### src/rtl/fft_mag_squared_pkg.sv
// Shared constants for the FFT magnitude-squared datapath.
//   FFT_W_DEFAULT : default width of one signed FFT component
//   sq_w / sum_w  : derived widths of a square (2W) and of the power sum (2W+1)
package fft_mag_squared_pkg;

  localparam int unsigned FFT_W_DEFAULT = 16;

  function automatic int unsigned sq_w(input int unsigned w);
    return 2 * w;
  endfunction

  function automatic int unsigned sum_w(input int unsigned w);
    return 2 * w + 1;
  endfunction

endpackage

### src/rtl/fft_sq_stage.sv
// Registered signed squarer: sq = din * din, loaded every cycle.
// Ports:
//   clk   : rising-edge clock
//   reset : synchronous, active-low clear of the product register
//   din   : W-bit two's-complement operand
//   sq    : 2W-bit non-negative square (registered)
module fft_sq_stage #(
  parameter int unsigned W = 16
) (
  input  logic                clk,
  input  logic                reset,
  input  logic signed [W-1:0] din,
  output logic [2*W-1:0]      sq
);

  localparam int unsigned SW = 2 * W;

  logic signed [SW-1:0] din_ext;
  logic signed [SW-1:0] prod;

  // Sign-extend to the product width so the multiply is a plain signed square.
  assign din_ext = SW'(din);
  assign prod    = din_ext * din_ext;

  // Multiply alone in this stage so it maps cleanly onto a DSP block.
  always_ff @(posedge clk) begin
    if (!reset) sq <= '0;
    else        sq <= SW'(prod);
  end

endmodule

### src/rtl/fft_mag_squared.sv
// Streaming |X|^2 = real^2 + imag^2 for complex FFT bins, two-cycle latency,
// one sample per clock, no back-pressure.
// Ports:
//   clk       : rising-edge clock
//   reset     : synchronous, active-low; flushes the pipeline
//   fft_valid : qualifies fft_real / fft_imag
//   fft_real  : signed real part (W bits)
//   fft_imag  : signed imaginary part (W bits)
//   mag_sq    : unsigned power (2W+1 bits), holds between valid results
//   mag_valid : mag_sq carries a new result this cycle
module fft_mag_squared
  import fft_mag_squared_pkg::*;
#(
  parameter int unsigned W = FFT_W_DEFAULT
) (
  input  logic                  clk,
  input  logic                  reset,
  input  logic                  fft_valid,
  input  logic signed [W-1:0]   fft_real,
  input  logic signed [W-1:0]   fft_imag,
  output logic [sum_w(W)-1:0]   mag_sq,
  output logic                  mag_valid
);

  localparam int unsigned SW = sq_w(W);
  localparam int unsigned MW = sum_w(W);

  logic [SW-1:0] sq_re;
  logic [SW-1:0] sq_im;
  logic          v1;

  // Stage 1: both squarers and the valid bit.
  fft_sq_stage #(.W(W)) u_sq_re (
    .clk   (clk),
    .reset (reset),
    .din   (fft_real),
    .sq    (sq_re)
  );

  fft_sq_stage #(.W(W)) u_sq_im (
    .clk   (clk),
    .reset (reset),
    .din   (fft_imag),
    .sq    (sq_im)
  );

  always_ff @(posedge clk) begin
    if (!reset) v1 <= 1'b0;
    else        v1 <= fft_valid;
  end

  // Stage 2: unsigned sum of the two squares; the extra bit absorbs the
  // single worst case 2 * 2^(2W-2), so no overflow is possible.
  always_ff @(posedge clk) begin
    if (!reset) begin
      mag_sq    <= '0;
      mag_valid <= 1'b0;
    end else begin
      mag_valid <= v1;
      if (v1) mag_sq <= MW'(sq_re) + MW'(sq_im);
    end
  end

endmodule

### config.mk
export PLATFORM = sky130hd
export DESIGN_NAME = fft_mag_squared
export DESIGN_NICKNAME = d
export VERILOG_FILES = /design/src/rtl/fft_mag_squared_pkg.sv /design/src/rtl/fft_sq_stage.sv /design/src/rtl/fft_mag_squared.sv
export SDC_FILE = /design/constraint.sdc
export NUM_CORES = 1
export LEC_CHECK = 0
export BUFFER_PORTS_ARGS = -buffer_cell sky130_fd_sc_hd__buf_2
export CAP_MARGIN = 20
export CORE_ASPECT_RATIO = 1.5
export CORE_MARGIN = 2
export CORE_UTILIZATION = 30
export CTS_BUF_LIST = sky130_fd_sc_hd__clkbuf_8
export CTS_CLUSTER_DIAMETER = 80
export DETAILED_ROUTE_END_ITERATION = 8
export PLACE_DENSITY = 0.51
export SYNTH_ARGS = -nofsm -noshare
export SYNTH_HDL_FRONTEND = slang
export SYNTH_HIERARCHICAL = 1
export SYNTH_SLANG_ARGS = --single-unit
### constraint.sdc
create_clock -name clk -period 14.5 [get_ports clk]
set_input_delay 0.725 -clock clk [delete_from_list [all_inputs] [get_ports clk]]
set_output_delay 0.725 -clock clk [all_outputs]
set_load 0.1 [all_outputs]
==> summary.txt, run 1 <==
Logic synthesis
  • Post-synth cell types: 87
  • Synthesized instance count: roughly 2500
  • Synth Area in Compound Gates: under 10%
  • Synth Area in Simple Gates: between 10 and 15%
  • Ys flop type: dfxtp_1
  • Post-synthesis adder-cell area fraction: between 50% and 60%
  • Synthesized Nets: about 3200
  • Post-synth ARST share: 0%
  • Post-Synth XOR/XNOR Area: under 10%
  • EDFF count, synth: 0
  • Main combinational cell family by area after synthesis: adder cells
  • Ys Warns: 6
  • Post-synthesis mux area share: 1.24%
  • Syn Std Cell Area: around 23000 um^2
  • Sequential-to-total area share from yosys stat: roughly 8.6%
  • Synthesis-stage register bit count: 97
  • Syn avg cell area: roughly 9.1 um^2

CTS
  • CTS H-tree depth: 3
  • Deepest clock path buffer count: 2
  • Setup Fix Bufs, Post-CTS: 0
  • CTS sink count: 97
  • CTS tree: built
  • Reg clk slew, reported paths: about 0.1 ns
  • # resized after CTS: 0
  • Hold Buf Count CTS: 0
  • Worst skew pair latency: 0.39 ns
  • Cts bufs inserted: 9
  • Clk root buf: clkbuf_8

Setup path
  • Buf/Inv on CP: 6
  • CP endpoint kind: flip-flop
  • Most frequent CP cell: fa_1
  • Data required, critical path: roughly 15 ns
  • Crit start category: input pin
  • Reg2reg setup slack: approximately 12 ns
  • Critical path peak fanout: 17
  • Family with the most delay on the worst path: adder cells
  • Reg-to-Reg Start: u_sq_re/sq[10]
  • Arr. time, crit path: between 7 and 8 ns
  • Reg2Reg Depth: 9
  • CP Depth: 20
  • Crit path kind: in2reg
  • CP cell instances: buf_2 > inv_1 > nor2_1 > fa_1 > fa_1 > inv_1 > fa_1 > fa_1 > inv_1 > fa_1 > inv_1 > fa_1 > inv_1 > ha_1 > and4_1 > a221o_1 > a2111oi_0 > o21bai_1 > o31ai_1 > mux2i_1
  • CP max-delay cell: fa_1
  • Max stage delay on crit path: 0.90 ns
  • FF-to-FF End: mag_sq[27]

GRT
  • Global-route wire length before repair: 89400 um
  • Pin count of the biggest net entering global routing: 54
  • Number of antenna violations at the first check in global routing: 2
  • Remaining Overflow, GRT: 0
  • Vias in the first global route: ~18000
  • GRT Resource Usage Total: between 10 and 15%

Floorplanning
  • Die Y: 341 um
  • FP Rows: 123
  • Die W: between 200 and 250 um
  • Starting Density: between 30% and 40%
  • Core area: roughly 75000 um^2
  • Die ar.: between 70000 and 80000 um^2
  • Ports: 69

Min path
  • Hold Path Class: reg2reg
  • Min-Delay Path Depth: 2
  • Hold_sp: mag_sq[28]
  • Worst hold endpoint: mag_sq[28]

Job
  • Max-cap violations: 0

Finish
  • Final non-filler cell total: around 3500
  • Nets: approximately 3200
  • Commonest non-fill, non-tap cell in the layout: inv_1
  • Area growth, synth to finish: 6.82%
  • Share of cells above drive strength 1: 5.62%
  • Final core utilization: about 32%
  • Most frequent cells in the layout: 679 x inv_1, 467 x fa_1, 210 x ha_1
  • Final Instance Area: around 24000 um^2

Placed design
  • Port-buffer cells: 68
  • Post-DP HPWL: approximately 47000 um
  • Inst Count DP: about 3500
  • Final GP Congestion: 0.823
  • Area post-placement: between 20000 and 25000 um^2

Drt
  • DR pass1 iterations: 5
  • Initial DRC Count: ~540
  • Final ANT Viol Nets: 0
  • DR vias: ~16000
  • Final routed wire length divided by cell count: 15.5 um
  • Via density: 4.53
  • DRC: 0
  • DRT Wirelength: ~55000 um

Timing
  • Final TNS setup: 0 ns
  • Setup Skew: approximately 0.022 ns
  • Final setup vio count: 0
  • Maximum clock frequency: roughly 140 MHz
  • Final number of max-transition violations: 0
  • Final min period: between 7 and 8 ns
  • Slew @ Worst Pin: approximately 0.91 ns
  • Slew margin rel.: around two fifths
  • Hold Violations, Final: 0
  • RSZ-0062 raised after global routing: false
  • Final period util: around 49%

Run status
  • Status: completed
## worst max path at each step
stage / startpoint / endpoint / slack [ns]
6_report: fft_real[15] / u_sq_re/sq[30] / 7.35
5_1_grt: fft_real[15] / u_sq_re/sq[30] / 6.85
4_1_cts: fft_real[15] / u_sq_re/sq[30] / 7.34
3_5_place_dp: fft_real[15] / u_sq_re/sq[30] / 6.96
3_3_place_gp: fft_real[15] / u_sq_re/sq[30] / 7.05
2_1_floorplan: fft_imag[15] / u_sq_im/sq[29] / 7.88
## registers in the layout (all words and copies together), names as in the netlist
name and flops:
u_sq_re/sq 31, v1 1, mag_sq 33, u_sq_im/sq 31
mag_valid 1
## worst min-delay path, cell delays in order, from the launching register on
cell and delay (ns):
dfxtp_1 0.32, nand2b_1 0.07, a21oi_1 0.05
## logic make-up after synthesis
logic type	count (synthesis)
AO/OA/AOI/OAI	290
XOR/XNOR	98
adder cells (fa/ha/maj)	677
buffers and inverters	747
flip-flops	97
multiplexers	28
other	2
AND/OR/NAND/NOR	566
## per-layer routing
metal	track usage (%)	wire, um	up-vias	share of wire, %
met5	0	0	-	0
met4	3.09	1220	0	2.2
met3	1.26	1120	59	2.0
li1	-	-	7619	-
met1	16.2	21500	8138	39
met2	29.1	30900	155	56
## area by class of cell
cell class,instances,area [um^2]
sequential,97,1940
clock inverter,7,93.8
multi-input combinational,1661,17900
inverter,682,2560
timing repair buffer,70,355
clock buffer,9,124
fill,8033,50700
tap,1000,1250
antenna,2,5.00
## stage by stage
step,setup WS (ns),hold WS (ns)
floorplan,7.88,0.551
global placement,7.05,0.458
detailed placement,6.96,0.465
CTS,7.34,0.483
global route,6.85,0.520
finish,7.35,0.484
## Yosys cell counts (35+ instances only)
| master | count | area, um^2 |
|---|---|---|
| and2_1 | 97 | 607 |
| inv_1 | 679 | 2550 |
| a21o_1 | 38 | 285 |
| xor2_1 | 35 | 307 |
| ha_1 | 210 | 2630 |
| fa_1 | 467 | 9350 |
| nor2_1 | 132 | 495 |
| o21ai_0 | 48 | 240 |
| nand2_1 | 196 | 736 |
| clkbuf_1 | 54 | 203 |
| a21oi_1 | 74 | 370 |
| xnor2_1 | 63 | 552 |
| dfxtp_1 | 97 | 1940 |
Power of run 1 is left out: the tool's default activity adds up to more than one toggle a clock period on the data nets, which glitch-free logic cannot reach.
==> inputs of run 2 (changes only) <==
Settings changed: PLACE_DENSITY 0.51 to 0.53.
Clock period 14.5 ns to 5.7 ns, I/O delays scaled along.
==> summary.txt, run 2 (same netlist as run 1, synthesis figures left out) <==
Finish
  • Top Registers: mag_sq: 33 flops, u_sq_im/sq: 31 flops, u_sq_re/sq: 31 flops
  • Nets: between 3000 and 4000
  • Footprint of the multi-input gates: about 18000 um^2
  • # diodes: 0
  • Top reg by flops: mag_sq
  • Commonest non-fill, non-tap cell in the layout: inv_1
  • Most frequent cells in the layout: 668 x inv_1, 450 x fa_1, 345 x buf_4
  • Number of flip-flops in the largest register: 33
  • FILL cells: between 7000 and 8000
  • Area growth, synth to finish: 21.4%
  • Register area: between 1500 and 2000 um^2
  • Share of cells above drive strength 1: around a fifth

Timing
  • Hold Violations, Final: 0
  • Final number of max-transition violations: 0
  • Setup Skew: approximately 0.015 ns
  • Final period util: between 90% and 100%
  • RSZ-0062 raised after global routing: true
  • Maximum clock frequency: roughly 180 MHz
  • Final min period: 5.61 ns
  • Final TNS setup: 0 ns
  • Final setup vio count: 0
  • Slew @ Worst Pin: ~0.84 ns
  • Slew margin rel.: 43.9%

CTS
  • Hold Buf Count CTS: 0
  • Worst skew pair latency: about 0.38 ns
  • CTS H-tree depth: 3
  • Reg clk slew, reported paths: about 0.10 ns
  • CTS tree: built
  • Deepest clock path buffer count: 2
  • Clk root buf: clkbuf_8
  • Cts bufs inserted: 9
  • CTS sink count: 97

Job
  • Max-cap violations: 0

Setup path
  • Reg-to-Reg Start: u_sq_im/sq[15]
  • CP startpoint: fft_real[3]
  • Critical path peak fanout: 6
  • CP endpoint kind: flip-flop
  • Data required, critical path: ~6.0 ns
  • CP max-delay cell: fa_1
  • Crit path kind: in2reg
  • Reg2reg setup slack: 3.18 ns
  • Arr. time, crit path: about 5.9 ns
  • CP cell instances: buf_12 > buf_6 > and2_4 > inv_2 > fa_1 > inv_1 > fa_1 > ha_2 > inv_2 > fa_1 > inv_1 > fa_1 > fa_1 > ha_4 > a2111o_1 > o21ai_2 > a21boi_2 > o311ai_4 > a21oi_2 > o2111a_1 > or4_1 > and3_1
  • Max stage delay on crit path: 0.60 ns
  • FF-to-FF End: mag_sq[32]
  • CP Capture Point: u_sq_re/sq[31]
  • Most frequent CP cell: fa_1
  • Crit start category: input pin
  • Reg2Reg Depth: 9

Min path
  • Hold Path Class: in2reg

Floorplanning
  • Die W: 229 um
  • Starting Density: 30.3%
  • Ports: 69
  • FP Rows: between 100 and 150
  • Die Y: about 340 um
  • Core area: 74900 um^2
  • Die ar.: between 70000 and 80000 um^2

GRT
  • Vias in the first global route: ~19000
  • Number of antenna violations at the first check in global routing: 1
  • Remaining Overflow, GRT: 0
  • GRT Resource Usage Total: between 10% and 20%
  • Pin count of the biggest net entering global routing: 54
  • Global-route wire length before repair: between 90000 and 100000 um

Drt
  • Final routed wire length divided by cell count: ~14 um
  • Via density: 4.44
  • DRT Wirelength: approximately 56000 um
  • Initial DRC Count: 599
  • Final ANT Viol Nets: 0
  • DR pass1 iterations: 5
  • DRC: 0
  • DR vias: around 17000

Placed design
  • Post-DP HPWL: 49900 um
  • Port-buffer cells: 68
  • Final GP Congestion: 0.847

Run status
  • Status: completed
-- run 2: critical path, delay by kind of cell --
family / cells / cell delay, ns
fa+ha+maj: 7 / 2.96
buf+inv: 6 / 0.37
compound gates: 6 / 1.45
simple gates: 3 / 0.82
-- run 2: layer usage --
metal	wire length (um)	vias up	track usage (%)
met1	21500	8661	16.5
li1	-	8325	-
met2	31100	177	29.5
met5	13	-	0
met4	1670	2	4.02
met3	1330	80	1.57
-- run 2: through the flow --
step	cells	hold slack [ns]	instance area, um^2	setup slack (ns)	utilization (%)
after floorplan	2505	0.412	22900	-0.0102	-
after global placement	3851	0.443	26700	-0.400	35.6
after detailed placement	3851	0.445	26700	-0.462	35.6
after CTS	3867	0.0995	26900	0.0132	35.9
after global routing	3880	0.0950	27500	-0.0582	36.7
final	3880	0.112	27500	0.0935	36.7
-- run 2: area by class of cell --
cell class | instances | share of cell area [%]
Timing Repair Buffer | 424 | 11.7
Inverter | 682 | 9.33
Sequential cell | 97 | 7.06
Multi-Input combinational cell | 1661 | 66.7
Clock buffer | 9 | 0.450
Tap cell | 1000 | 4.54
Clock inverter | 7 | 0.223
-- run 2: how the worst min path moves through the flow --
stage                           from          to  slack, ns  cells after the start
after CTS                  fft_valid          v1        0.1                      2
after global routing       fft_valid          v1       0.09                      2
after floorplan            fft_valid          v1       0.41                      1
after global placement    mag_sq[24]  mag_sq[24]       0.44                      2
after detailed placement  mag_sq[30]  mag_sq[30]       0.45                      2
final                      fft_valid          v1       0.11                      2
-- run 2: timing repair --
action / in CTS / in global routing
cloned: 0 / 0
resized for setup: 7 / 153
pin swaps: 1 / 53
buffers inserted: 0 / 13
setup endpoints to repair: 2 / 21
Power of run 2 is left out for the same reason.
==> inputs of run 3 (changes only) <==
Settings changed: CORE_MARGIN 2 to not set.
==> summary.txt, run 3 (same netlist as run 1, synthesis figures left out) <==
Drt
  • Initial DRC Count: approximately 470
  • DRC: 0
  • DR vias: ~17000
  • Final ANT Viol Nets: 0
  • DR pass1 iterations: 5
  • Via density: around 4.4
  • Final routed wire length divided by cell count: 14.3 um
  • DRT Wirelength: between 50000 and 60000 um

Timing
  • Final period util: a little over nine tenths
  • Maximum clock frequency: between 150 and 200 MHz
  • Final number of max-transition violations: 0
  • Slew @ Worst Pin: ~0.85 ns
  • Hold Violations, Final: 0
  • Hold_ws: roughly 0.13 ns
  • RSZ-0062 raised after global routing: true
  • Setup ws final: between 0.1 and 0.15 ns
  • Final setup vio count: 0
  • Slew margin rel.: about 43%
  • Final min period: approximately 5.6 ns
  • Setup Skew: between 0.015 and 0.02 ns

Setup path
  • Reg2Reg Depth: 9
  • Crit start category: input pin
  • Critical path peak fanout: 6
  • CP endpoint kind: flip-flop
  • Buf/Inv on CP: 7
  • Crit path kind: in2reg
  • Reg-to-Reg Start: u_sq_im/sq[15]
  • Reg2reg setup slack: 3.12 ns
  • FF-to-FF End: mag_sq[32]
  • Data required, critical path: around 6 ns
  • Max stage delay on crit path: roughly 0.55 ns
  • CP cell instances: buf_4 > buf_12 > nand2_2 > fa_1 > buf_4 > fa_1 > fa_1 > inv_1 > fa_1 > fa_1 > inv_1 > fa_1 > inv_1 > ha_4 > a21o_1 > a21o_1 > a21oi_2 > o21ai_2 > a221o_1 > a2111oi_4 > o21bai_2 > buf_4 > xor2_1 > and2_1
  • Most frequent CP cell: fa_1
  • Arr. time, crit path: about 5.9 ns
  • CP max-delay cell: fa_1
  • Family with the most delay on the worst path: adder cells

Placed design
  • Final GP Congestion: between 0.8 and 0.9
  • Area post-placement: approximately 27000 um^2
  • Post-DP HPWL: approximately 50000 um
  • Port-buffer cells: 68
  • Pre-CTS WS: -0.487 ns

CTS
  • CTS sink count: 97
  • Deepest clock path buffer count: 2
  • Reg clk slew, reported paths: 0.10 ns
  • Cts bufs inserted: 9
  • Clk root buf: clkbuf_8
  • Worst skew pair latency: 0.37 ns
  • CTS H-tree depth: 3
  • CTS tree: built
  • Hold Buf Count CTS: 0

Min path
  • Worst hold endpoint: v1
  • Hold_sp: fft_valid
  • Min-Delay Path Depth: 2
  • Hold Path Class: in2reg

Floorplanning
  • Ports: approximately 70
  • Starting Density: just over 30%
  • FP Rows: 123
  • Die W: around 230 um
  • Core area: roughly 75000 um^2
  • Die Y: approximately 340 um
  • Die ar.: between 70000 and 80000 um^2

Job
  • Max-cap violations: 0

GRT
  • Remaining Overflow, GRT: 0
  • Global-route wire length before repair: ~94000 um
  • Number of antenna violations at the first check in global routing: 0
  • Pin count of the biggest net entering global routing: 54
  • GRT Resource Usage Total: roughly 15%
  • Vias in the first global route: ~19000

Finish
  • Number of flip-flops in the largest register: 33
  • Nets: about 3600
  • Final Instance Area: around 28000 um^2
  • Top Registers: mag_sq: 33 flops, u_sq_im/sq: 31 flops, u_sq_re/sq: 31 flops
  • Most frequent cells in the layout: 667 x inv_1, 452 x fa_1, 347 x buf_4
  • Top reg by flops: mag_sq
  • Commonest non-fill, non-tap cell in the layout: inv_1
  • Area growth, synth to finish: 21.7%
  • Share of cells above drive strength 1: 21.0%

Run status
  • Status: completed
run 3: changes by cell type in the layout (fill, tap and decap cells not counted), moves of 4 or more:
| cell | change |
|---|---|
| nor2_2 | -5 |
| nor2_1 | +5 |
| buf_6 | +4 |
| ha_1 | -4 |
run 3: how the worst max path moves through the flow:
stage,slack [ns],start,endpoint,cells after the start
after floorplan,-0.01,fft_imag[15],u_sq_im/sq[29],21
after global placement,-0.46,fft_real[3],u_sq_re/sq[30],22
after global routing,-0.09,fft_real[1],u_sq_re/sq[30],22
after CTS,0.02,fft_real[9],u_sq_re/sq[30],24
after detailed placement,-0.49,fft_real[3],u_sq_re/sq[30],23
final,0.12,fft_real[12],u_sq_re/sq[28],24
run 3: metrics by stage:
step	util, %	cells	TNS, ns
6_report	36.8	3887	0
5_1_grt	36.8	3885	-0.278
4_1_cts	36.0	3872	0
3_5_place_dp	35.7	3856	-6.58
3_3_place_gp	35.7	3856	-5.99
2_1_floorplan	-	2505	-0.0102
run 3: layout make-up:
| class | instances | area [um^2] |
|---|---|---|
| fill | 7814 | 47300 |
| tap | 1000 | 1250 |
| inverter | 682 | 2560 |
| clock inverter | 7 | 93.8 |
| antenna | 2 | 5.00 |
| clock buffer | 9 | 124 |
| multi-input combinational | 1661 | 18400 |
| sequential | 97 | 1940 |
| timing repair buffer | 429 | 3240 |
run 3: timing repair:
item | CTS | global route
setup endpoints to repair | 4 | 21
pin swaps | 1 | 73
resized for setup | 7 | 150
setup buffers | 0 | 13
run 3: metal layers:
layer  vias to the layer above  track usage [%]  share of wire, %
met4                         0             3.25               2.1
met3                        56             1.59               2.1
li1                       8331                -                 -
met2                       147             30.1                57
met5                         -                0                 0
met1                      8640             17.4                39
Power of run 3 is left out for the same reason.
